<file path="config.mk">
export PLATFORM = sky130hd
export DESIGN_NAME = region_dispatcher_flat
export DESIGN_NICKNAME = d
export VERILOG_FILES = /design/src/rtl/region_dispatcher_if.sv /design/src/rtl/region_dispatcher.sv /design/src/flat_wrapper.sv
export SDC_FILE = /design/constraint.sdc
export NUM_CORES = 1
export LEC_CHECK = 0
export ABC_AREA = 1
export BUFFER_PORTS_ARGS = -buffer_cell sky130_fd_sc_hd__buf_4
export CAP_MARGIN = 20
export CORE_MARGIN = 2
export CORE_UTILIZATION = 40
export DETAILED_ROUTE_END_ITERATION = 16
export PLACE_DENSITY = 0.77
export REMOVE_ABC_BUFFERS = 1
export SYNTH_ARGS = -nofsm -noshare
export SYNTH_HDL_FRONTEND = slang
export SYNTH_SLANG_ARGS = --single-unit
</file>
<file path="constraint.sdc">
create_clock -name aclk -period 4.8 [get_ports aclk]
set_input_delay 0.48 -clock aclk [delete_from_list [all_inputs] [get_ports aclk]]
set_output_delay 0.48 -clock aclk [all_outputs]
set_load 0.05 [all_outputs]
</file>
<file path="src/rtl/region_dispatcher_if.sv">
// AXI4-Stream style handshake bundle carrying HTTP metadata beats.
interface region_dispatcher_if #(
   parameter int WIDTH = 8
);
   logic             tvalid;
   logic             tready;
   logic [WIDTH-1:0] tdata;

   modport master (output tvalid, output tdata, input tready);
   modport slave  (input tvalid, input tdata, output tready);
endinterface

</file>
<file path="src/rtl/region_dispatcher.sv">
// Region dispatcher: registers a metadata beat with its region decision,
// forwards it to the selected region's stream port, tracks outstanding
// load per region, stores per-region operator IDs and publishes both as
// a packed statistics vector for the load balancer.
module region_dispatcher #(
   parameter int HTTP_META_WIDTH   = 8,
   parameter int OPERATOR_ID_WIDTH = 2,
   parameter int N_REGIONS         = 4,
   parameter int QDEPTH            = 4
) (
   input  logic                                    aclk,
   input  logic                                    aresetn,
   region_dispatcher_if.slave                      meta_in,
   input  logic [$clog2(N_REGIONS)-1:0]            lb_ctrl,
   output logic [N_REGIONS-1:0]                    region_tvalid,
   input  logic [N_REGIONS-1:0]                    region_tready,
   output logic [N_REGIONS*HTTP_META_WIDTH-1:0]    region_tdata,
   input  logic [N_REGIONS-1:0]                    region_done,
   input  logic                                    cfg_valid,
   output logic                                    cfg_ready,
   input  logic [$clog2(N_REGIONS)-1:0]            cfg_region,
   input  logic [OPERATOR_ID_WIDTH-1:0]            cfg_oid,
   output logic [N_REGIONS*(OPERATOR_ID_WIDTH+$clog2(QDEPTH))-1:0] region_stats,
   output logic                                    err_underflow
);
   localparam int RB        = $clog2(N_REGIONS);
   localparam int PNTR_BITS = $clog2(QDEPTH);
   localparam int SW        = OPERATOR_ID_WIDTH + PNTR_BITS;
   localparam logic [PNTR_BITS-1:0] LOAD_MAX = PNTR_BITS'(QDEPTH - 1);

   typedef enum logic [0:0] {IDLE = 1'b0, HOLD = 1'b1} state_t;

   state_t                       state_r;
   logic [RB-1:0]                hold_region_r;
   logic [HTTP_META_WIDTH-1:0]   hold_data_r;
   logic [PNTR_BITS-1:0]         load_r [N_REGIONS];
   logic [OPERATOR_ID_WIDTH-1:0] oid_r  [N_REGIONS];
   logic                         err_underflow_r;

   logic                         hold_valid_s;
   logic [N_REGIONS-1:0]         fire_s;
   logic                         out_fire_s;
   logic                         in_fire_s;
   logic                         cfg_fire_s;

   assign hold_valid_s = (state_r == HOLD);

   // Present the held beat only to its target region, and only while that region has room.
   always_comb begin
      region_tvalid = '0;
      for (int i = 0; i < N_REGIONS; i++) begin
         if (hold_valid_s && (hold_region_r == RB'(i)) && (load_r[i] != LOAD_MAX)) begin
            region_tvalid[i] = 1'b1;
         end else begin
            region_tvalid[i] = 1'b0;
         end
      end
   end

   // At most one valid is high, so the per-region fire vector identifies the dispatch target.
   assign fire_s         = region_tvalid & region_tready;
   assign out_fire_s     = |fire_s;
   assign meta_in.tready = !hold_valid_s || out_fire_s;
   assign in_fire_s      = meta_in.tvalid && meta_in.tready;
   assign region_tdata   = {N_REGIONS{hold_data_r}};

   // A region may only be reconfigured when it is fully drained and nothing is waiting for it.
   assign cfg_ready  = (load_r[cfg_region] == '0) &&
                       !(hold_valid_s && (hold_region_r == cfg_region));
   assign cfg_fire_s = cfg_valid && cfg_ready;

   assign err_underflow = err_underflow_r;

   genvar g;
   generate
      for (g = 0; g < N_REGIONS; g++) begin : g_stats
         assign region_stats[g*SW +: SW] = {oid_r[g], load_r[g]};
      end
   endgenerate

   // Holding-register FSM plus per-region load/oid bookkeeping and the sticky underflow flag.
   always_ff @(posedge aclk) begin
      if (!aresetn) begin
         state_r         <= IDLE;
         hold_region_r   <= '0;
         hold_data_r     <= '0;
         err_underflow_r <= 1'b0;
         for (int i = 0; i < N_REGIONS; i++) begin
            load_r[i] <= '0;
            oid_r[i]  <= '0;
         end
      end else begin
         case (state_r)
            IDLE: begin
               if (in_fire_s) begin
                  state_r       <= HOLD;
                  hold_region_r <= lb_ctrl;
                  hold_data_r   <= meta_in.tdata;
               end else begin
                  state_r <= IDLE;
               end
            end
            HOLD: begin
               if (in_fire_s) begin
                  state_r       <= HOLD;
                  hold_region_r <= lb_ctrl;
                  hold_data_r   <= meta_in.tdata;
               end else if (out_fire_s) begin
                  state_r <= IDLE;
               end else begin
                  state_r <= HOLD;
               end
            end
            default: begin
               state_r <= IDLE;
            end
         endcase

         // Dispatch and completion on the same edge cancel; done at zero is flagged, never wrapped.
         for (int i = 0; i < N_REGIONS; i++) begin
            if (fire_s[i] && !region_done[i]) begin
               load_r[i] <= load_r[i] + PNTR_BITS'(1);
            end else if (!fire_s[i] && region_done[i]) begin
               if (load_r[i] == '0) begin
                  err_underflow_r <= 1'b1;
               end else begin
                  load_r[i] <= load_r[i] - PNTR_BITS'(1);
               end
            end else begin
               load_r[i] <= load_r[i];
            end
         end

         if (cfg_fire_s) begin
            oid_r[cfg_region] <= cfg_oid;
         end else begin
            oid_r[cfg_region] <= oid_r[cfg_region];
         end
      end
   end
endmodule
</file>
<file path="src/flat_wrapper.sv">
// flat-port wrapper written by rule: the top's interface ports become plain ports
module region_dispatcher_flat 
#(
   parameter int HTTP_META_WIDTH   = 8,
   parameter int OPERATOR_ID_WIDTH = 2,
   parameter int N_REGIONS         = 4,
   parameter int QDEPTH            = 4
)
  (aclk, aresetn, lb_ctrl, region_tvalid, region_tready, region_tdata, region_done, cfg_valid, cfg_ready, cfg_region, cfg_oid, region_stats, err_underflow, meta_in_tvalid, meta_in_tdata, meta_in_tready);
  region_dispatcher_if meta_in_i ();
  input  logic aclk;
  input  logic aresetn;
  input  logic [$clog2(N_REGIONS)-1:0] lb_ctrl;
  output logic [N_REGIONS-1:0] region_tvalid;
  input  logic [N_REGIONS-1:0] region_tready;
  output logic [N_REGIONS*HTTP_META_WIDTH-1:0] region_tdata;
  input  logic [N_REGIONS-1:0] region_done;
  input  logic cfg_valid;
  output logic cfg_ready;
  input  logic [$clog2(N_REGIONS)-1:0] cfg_region;
  input  logic [OPERATOR_ID_WIDTH-1:0] cfg_oid;
  output logic [N_REGIONS*(OPERATOR_ID_WIDTH+$clog2(QDEPTH))-1:0] region_stats;
  output logic err_underflow;
  input wire logic [$bits(meta_in_i.tvalid)-1:0] meta_in_tvalid;
  input wire logic [$bits(meta_in_i.tdata)-1:0] meta_in_tdata;
  output wire logic [$bits(meta_in_i.tready)-1:0] meta_in_tready;
  assign meta_in_i.tvalid = meta_in_tvalid;
  assign meta_in_i.tdata = meta_in_tdata;
  assign meta_in_tready = meta_in_i.tready;
  region_dispatcher #(.HTTP_META_WIDTH(HTTP_META_WIDTH), .OPERATOR_ID_WIDTH(OPERATOR_ID_WIDTH), .N_REGIONS(N_REGIONS), .QDEPTH(QDEPTH)) u_core (.aclk(aclk), .aresetn(aresetn), .meta_in(meta_in_i), .lb_ctrl(lb_ctrl), .region_tvalid(region_tvalid), .region_tready(region_tready), .region_tdata(region_tdata), .region_done(region_done), .cfg_valid(cfg_valid), .cfg_ready(cfg_ready), .cfg_region(cfg_region), .cfg_oid(cfg_oid), .region_stats(region_stats), .err_underflow(err_underflow));
endmodule
</file>
# Word level (Yosys, flattened, before mapping)
# Memory sizes are Yosys's and may differ from the RTL's.
# Cells that the tools add are included.
[op_classes] addsub=8 n_eq_ne=9 reduce_logical=40 bitwise=15 n_mux=93
[op_table] operator="$mux W1" count=75
[op_table] operator="$mux W2" count=16
[op_table] operator="$logic_and A1 B1 Y1" count=20
[op_table] operator="$or A1 B1 Y1" count=13
[op_table] operator="$logic_not A2 Y1" count=6
[op_table] operator="$logic_not A1 Y1" count=10
[op_table] operator="$add A2 B1 Y2 const B" count=4
[op_table] operator="$mux W8" count=1
[op_table] operator="$ne A2 B2 Y1 const B" count=4
[op_table] operator="$sub A2 B1 Y2 const B" count=4
[op_table] operator="$and A4 B4 Y4" count=1
[op_table] operator="$eq A2 B2 Y1 const B" count=2
[op_table] operator="$reduce_or A4 Y1" count=1
[op_table] operator="$eq A2 B1 Y1 const B" count=1
[op_table] operator="$eq A2 B2 Y1" count=1
[op_table] operator="$pmux W1 S2" count=1
[op_table] operator="$reduce_and A2 Y1" count=1
[op_table] operator="$reduce_or A2 Y1" count=1
[op_table] operator="$logic_or A1 B1 Y1" count=1
[op_table] operator="$ne A0 B0 Y1" count=1
[op_table] operator="$not A1 Y1" count=1
[word_totals] ramBits=16 output_inout_bits=55 ff_bits=12 wordCells=171 n_memories=2
[mem_list] name="u_core.load_r" words=4 width=2 read_ports=5 rd_ports_with_merged_regs=0 write_ports=4 line_no="region_dispatcher.sv:36" source="logic [PNTR_BITS-1:0] load_r [N_REGIONS];"
[mem_list] name="u_core.oid_r" words=4 width=2 read_ports=4 rd_ports_with_merged_regs=0 write_ports=4 line_no="region_dispatcher.sv:37" source="logic [OPERATOR_ID_WIDTH-1:0] oid_r [N_REGIONS];"

# Logic depth before layout (Yosys ltp)
# Gate-level depths: netlist (run 1).
[logic_depth] depth_word=18 mapped_depth=11

# Worst setup path after synthesis (run 1)
# OpenSTA, ideal clock, no wires.
[synth_path] path_type="reg-to-output" from="memory u_core.load_r[3][0] (netlist name)" to="output region_tvalid[3]" path_stages_with_launch=3 arrival_time_ns=2.050 t_required_ns=4.320 path_buffers=0 setup_slack_ns=2.270 cell_sequence="edfxtp_1 -> ha_1 -> nor3_1"
[synth_lines] element="start: declaration" line_no="region_dispatcher.sv:36"
[synth_lines] element="end: declaration" line_no="flat_wrapper.sv:14" source="output logic [N_REGIONS-1:0] region_tvalid;"

==> qor.yml, run 1 <==
clock_tree:
  cts_setup_buffers: 0
  clockRootBuffer: "clkbuf_8"
  clkTransAtPathRegs_ps: 100
  insertion_delay_ps: 280
  h-tree-depth: 1
  hold_buffers: 0
  cts_sinks: 28
  cts_tree: "yes"
  cts_resized: 0
  clock_path_buffers: 2
  cts_made_buffers: 3
sta:
  rsz0062_at_grt: "no"
  max_freq_ghz: 0.4425
  tightest_slew_ps: 323.8
  fin_crit_ps: 2260
  final.setup.tns_ps: 0
  max_slew_margin_pct: 78.18
  hold_viol: 0
  period_share_pct: 47.08
  drv_slew: 0
  worst_hold_slack_ps: 503.6
  setup_violations: 0
  skew_ps: 8.522
routing:
  wire_per_inst_um: 11.67
  ant_nets: 0
  vias: 1703
  drc: 0
  drt-initial-drc-count: 63
  firstDrtPassIters: 5
  wl_um: 4179
  routed_via_density: 4.757
logic_synthesis:
  seq_area_frac_synth_pct: 37.92
  ys_ff_latch: 28
  synth.avg_cell_area_sq_um: 7.602
  synthAdderAreaFrac_pct: 6.583
  synth_area_sq_um: 1901
  synthMuxAreaShare_pct: 0
  synthCells: 250
  synth_compound_area_share_pct: 8.887
  synth_cell_types: 28
  ys_warn_count: 0
  yosys.area_share.simple_pct: 25.87
  synth-xor-area-share_pct: 0
  synth_top_family_by_area: "simple AND/OR/NAND/NOR gates"
finish:
  layout_common_cells: "buf_4 (80), inv_1 (42), nor2_1 (35), nand2_1 (31), nand3_1 (17)"
  finish.net_count: 341
  diodes: 0
  drive_gt1_share_pct: 32.24
  stdcell_area_sq_um: 2414
  syn2layout_area_growth_pct: 26.99
  final_common_cell: "buf_4"
  final_core_util_pct: 51.79
  fin_cells: 358
die:
  die_h_um: 72.93
  row_count: 25
  die_w_um: 72.93
  initial_core_util_pct: 40.78
  core_area_sq_um: 4661
  io_pins: 81
  dieArea_sq_um: 5319
power_and_ir_drop:
  pwr-share-seq_pct: 38.0
  p_sw_uw: 321.5
  leakagePower_nw: 1.268
  swShare_pct: 41.09
  p_clk_share_pct: 21.6
  p_int_uw: 461.0
  power_density_nw_per_um2: 324.2
  comb_power_share_pct: 40.4
  peakVddDrop_mv: 0.1383
grt:
  busiest_layer: "met2"
  grt_pass1_vias: 1440
  grt-ovfl-total: 0
  grt_pass1_wl_um: 6292
  grt_usage_pct: 15.23
  antenna_found_initial: 0
  grt_start_max_net_pins: 25
  grt_util_met1_pct: 17.94
  use_met3_pct: 1.934
  grt_use_met2_pct: 27.58
run_status:
  status: "finished clean"
place:
  gp_congestion: 0.8257
  dpl-instance-area_sq_um: 2347
  hpwl_um: 3270
  io_buffers: 80
  place_inst: 354
worst_setup_path:
  critPathRequiredTime_ps: 4320
  worstSetupStartpointType: "register"
  slowest_stage: "edfxtp_1"
  max_stage_delay_ps: 460
  r2r_start: "u_core.load_r[0][0]$_SDFFCE_PP0P_"
  critPathCaptureType: "output pin"
  worst-setup-path-type: "register to output pin"
  path_buf_inv: 1
  worstPathMaxFanout: 22
  cp_data_arrival_time_ps: 1780
  crit_chain: "ha_1, nor2_2, nand3_2, nand2_2, nor2_4, nand2_4, buf_4"
  crit_path_start: "u_core.load_r[3][0]$_DFFE_PP_"
  crit_family: "simple AND/OR/NAND/NOR gates"
min_path:
  min-delay-start: "meta_in_tdata[5]"
  hold_path_class: "primary input to register"
run:
  drv_cap: 0
synth_stat cells:
cell      number  area [sq um]
nor2_2         1         6.260
o21ai_1        1         5.000
dfxtp_1       12         240.2
a41oi_1        1         8.760
inv_1         42         157.7
a21oi_2        2         17.52
a31oi_1        2         12.51
buf_6          2         22.52
edfxtp_1      16         480.5
buf_2          3         15.01
nand2_1       31         116.4
o21ai_0       13         65.06
a21oi_1       12         60.06
inv_2          4         15.01
nand4_2        2         25.02
nand3_1       17         85.08
nand2_2        1         6.260
nor3_1         8         40.04
nor2_1        35         131.4
and2_1         1         6.260
nand4_1        4         25.02
buf_4         24         180.2
nand2_4        1         11.26
buf_1          1         3.750
ha_1          10         125.1
nor2_4         2         22.52
nand3_2        1         10.01
and3_1         1         6.260
cells by family (layout without fill, tap and decap cells):
| logic type | after synthesis | in the layout |
|---|---|---|
| and+or+nand+nor | 105 | 105 |
| buffers and inverters | 76 | 130 |
| AOI/OAI and AO/OA | 31 | 31 |
| DFF | 28 | 28 |
| adders and majority gates | 10 | 10 |
layout make-up:
type	count	area, sq um
fillers	449	2247
multi-input cells	146	785.8
flip-flops and latches	28	720.7
repair buffers	80	600.6
inverters	46	172.7
well taps	54	67.56
clock buffers	4	66.31
final timing paths:
check | to | slack (ps) | depth (start not counted)
min reg2reg | u_core.hold_data_r[5]$_SDFFE_PN0P_ | 560 | 2
min | u_core.hold_data_r[5]$_SDFFE_PN0P_ | 500 | 5
max reg2reg | u_core.load_r[0][0]$_SDFFCE_PP0P_ | 2830 | 8
max | meta_in_tready | 2540 | 7
stage by stage:
stage	setup slack (ps)	power [mW]
2_1_floorplan	2270	0.5159
3_3_place_gp	2887	0.6151
3_5_place_dp	2848	0.6196
4_1_cts	2534	0.7857
5_1_grt	2413	0.8187
6_report	2540	0.7826
power groups by stage:
| stage | Combinational [mW] | Sequential [mW] | Clock [mW] |
|---|---|---|---|
| final | 0.316 | 0.297 | 0.169 |
| after CTS | 0.317 | 0.297 | 0.171 |
| after global routing | 0.336 | 0.301 | 0.182 |
| after global placement | 0.313 | 0.302 | 0 |
| after floorplan | 0.0881 | 0.428 | 0 |
| after detailed placement | 0.317 | 0.303 | 0 |
flip-flops by register name (all words and copies together), names as in the netlist:
signal	cells
u_core.hold_data_r	8
u_core.load_r	8
u_core.oid_r	8
u_core.hold_region_r	2
u_core.err_underflow	1
u_core.hold_valid_s	1
layer usage:
layer	part of all wire [%]	vias up	routed length (um)
li1	-	883	-
met1	43	769	1787
met2	51	46	2150
met3	4.2	5	174
met4	1.6	0	67
met5	0	-	0
worst min-delay path, cell delays in order:
cell and delay [ps]:
buf_4 80, inv_1 30, nand3_1 60, nand2_1 50, nor2_1 70
Note: power is estimated with default switching activity, not from simulation.
==> inputs of run 2 (changes only) <==
Clock period 4.8 ns to 2.1 ns, I/O delays scaled along.
==> qor.yml, run 2 (synthesis results as in run 1) <==
place:
  io_buffers: 80
  gp_congestion: 0.8300
  hpwl_um: 3134
  place_ws_ps: 164.8
  dpl-instance-area_sq_um: 2347
clock_tree:
  clock_path_buffers: 2
  clkTransAtPathRegs_ps: 100
  clockRootBuffer: "clkbuf_8"
  h-tree-depth: 1
  cts_tree: "yes"
  cts_made_buffers: 3
  insertion_delay_ps: 280
  cts_sinks: 28
worst_setup_path:
  worstSetupStartpointType: "register"
  worst-setup-path-type: "register to output pin"
  worstPathMaxFanout: 22
  critPathRequiredTime_ps: 1890
  critPathCaptureType: "output pin"
  cp_data_arrival_time_ps: 1760
routing:
  vias: 1691
  routed_via_density: 4.710
  wl_um: 3986
  wire_per_inst_um: 11.10
  drt-initial-drc-count: 74
  drc: 0
  ant_nets: 0
  firstDrtPassIters: 4
sta:
  period_share_pct: 93.80
  fin_crit_ps: 1970
  max_slew_margin_pct: 76.42
  skew_ps: 2.466
  setup_violations: 0
  worst_slack_ps: 130.1
  drv_slew: 0
  worst_hold_slack_ps: 237.7
  max_freq_ghz: 0.5076
  rsz0062_at_grt: "no"
  tightest_slew_ps: 350.0
  hold_viol: 0
finish:
  final_common_cell: "buf_4"
  stdcell_area_sq_um: 2430
  diodes: 0
  final_core_util_pct: 52.13
  drive_gt1_share_pct: 32.46
  top_regs: "u_core.hold_data_r x8, u_core.load_r x8, u_core.oid_r x8"
  syn2layout_area_growth_pct: 27.85
  finish.net_count: 342
  layout_common_cells: "buf_4 (81), inv_1 (42), nor2_1 (35), nand2_1 (31), nand3_1 (17)"
die:
  io_pins: 81
  die_h_um: 72.93
  initial_core_util_pct: 40.78
  dieArea_sq_um: 5319
  core_area_sq_um: 4661
  row_count: 25
  die_w_um: 72.93
grt:
  grt_pass1_wl_um: 6265
  grt_pass1_vias: 1440
  antenna_found_initial: 0
  grt_start_max_net_pins: 25
  grt_usage_pct: 14.84
  grt-ovfl-total: 0
run_status:
  status: "finished clean"
power_and_ir_drop:
  power_density_nw_per_um2: 737.1
  leakagePower_nw: 1.274
  power_mw: 1.791
  peakVddDrop_mv: 0.3762
run:
  drv_cap: 0
min_path:
  hold_path_class: "primary input to register"
## run 2: cell count changes in the layout (fill, tap and decap cells not counted)
cell     delta
buf_4       +1
o21ai_1     +1
o21ai_0     -1
nand2_4     -1
nand2_8     +1
## run 2: layout make-up
| class | count | area [sq um] |
|---|---|---|
| inverters | 46 | 172.7 |
| well taps | 54 | 67.56 |
| clock buffers | 4 | 66.31 |
| flip-flops and latches | 28 | 720.7 |
| multi-input cells | 146 | 794.5 |
| fillers | 433 | 2231 |
| repair buffers | 81 | 608.1 |
## run 2: worst max-delay path, stage by stage (launching register included)
cell and delay [ps]:
edfxtp_1 450, ha_1 260, nor2_2 120, nand3_2 110, nand2_2 110, nor2_4 50, nand2_8 140, buf_4 220
## run 2: path summary, 6_finish.rpt
kind | startpoint | to | slack (ps) | cells after the start
worst max-delay path | u_core.load_r[3][0]$_DFFE_PP_ | meta_in_tready | 130 | 7
worst min-delay path | meta_in_tdata[3] | u_core.hold_data_r[3]$_SDFFE_PN0P_ | 240 | 5
worst max register to register | u_core.load_r[0][0]$_SDFFCE_PP0P_ | u_core.load_r[0][1]$_SDFFCE_PP0P_ | 230 | 8
worst min register to register | u_core.hold_data_r[3]$_SDFFE_PN0P_ | u_core.hold_data_r[3]$_SDFFE_PN0P_ | 550 | 2
## run 2: stage by stage
| stage | setup TNS [ps] | std cells |
|---|---|---|
| floorplan | -187.0 | 220 |
| global placement | 0 | 354 |
| detailed placement | 0 | 354 |
| CTS | 0 | 358 |
| global route | 0 | 359 |
| finish | 0 | 359 |
## run 2: repair_timing
action,CTS,global route
resized for setup,0,2
endpoints found under the setup margin,0,3
hold buffers,0,0
buffers inserted,0,1
## run 2: report_power, final
part | leakage, nW | internal, mW | switching, mW | total [mW]
Combinational | 0.974 | 0.216 | 0.512 | 0.728
Sequential | 0.266 | 0.633 | 0.0447 | 0.678
Clock | 0.0339 | 0.208 | 0.177 | 0.385
## run 2: routing by layer
layer	up-vias	track usage [%]	share of wire, %
met3	6	1.796	4.2
met4	0	6.173	1.8
met5	-	0	0
li1	889	-	-
met1	755	18.46	43
met2	41	25.86	51
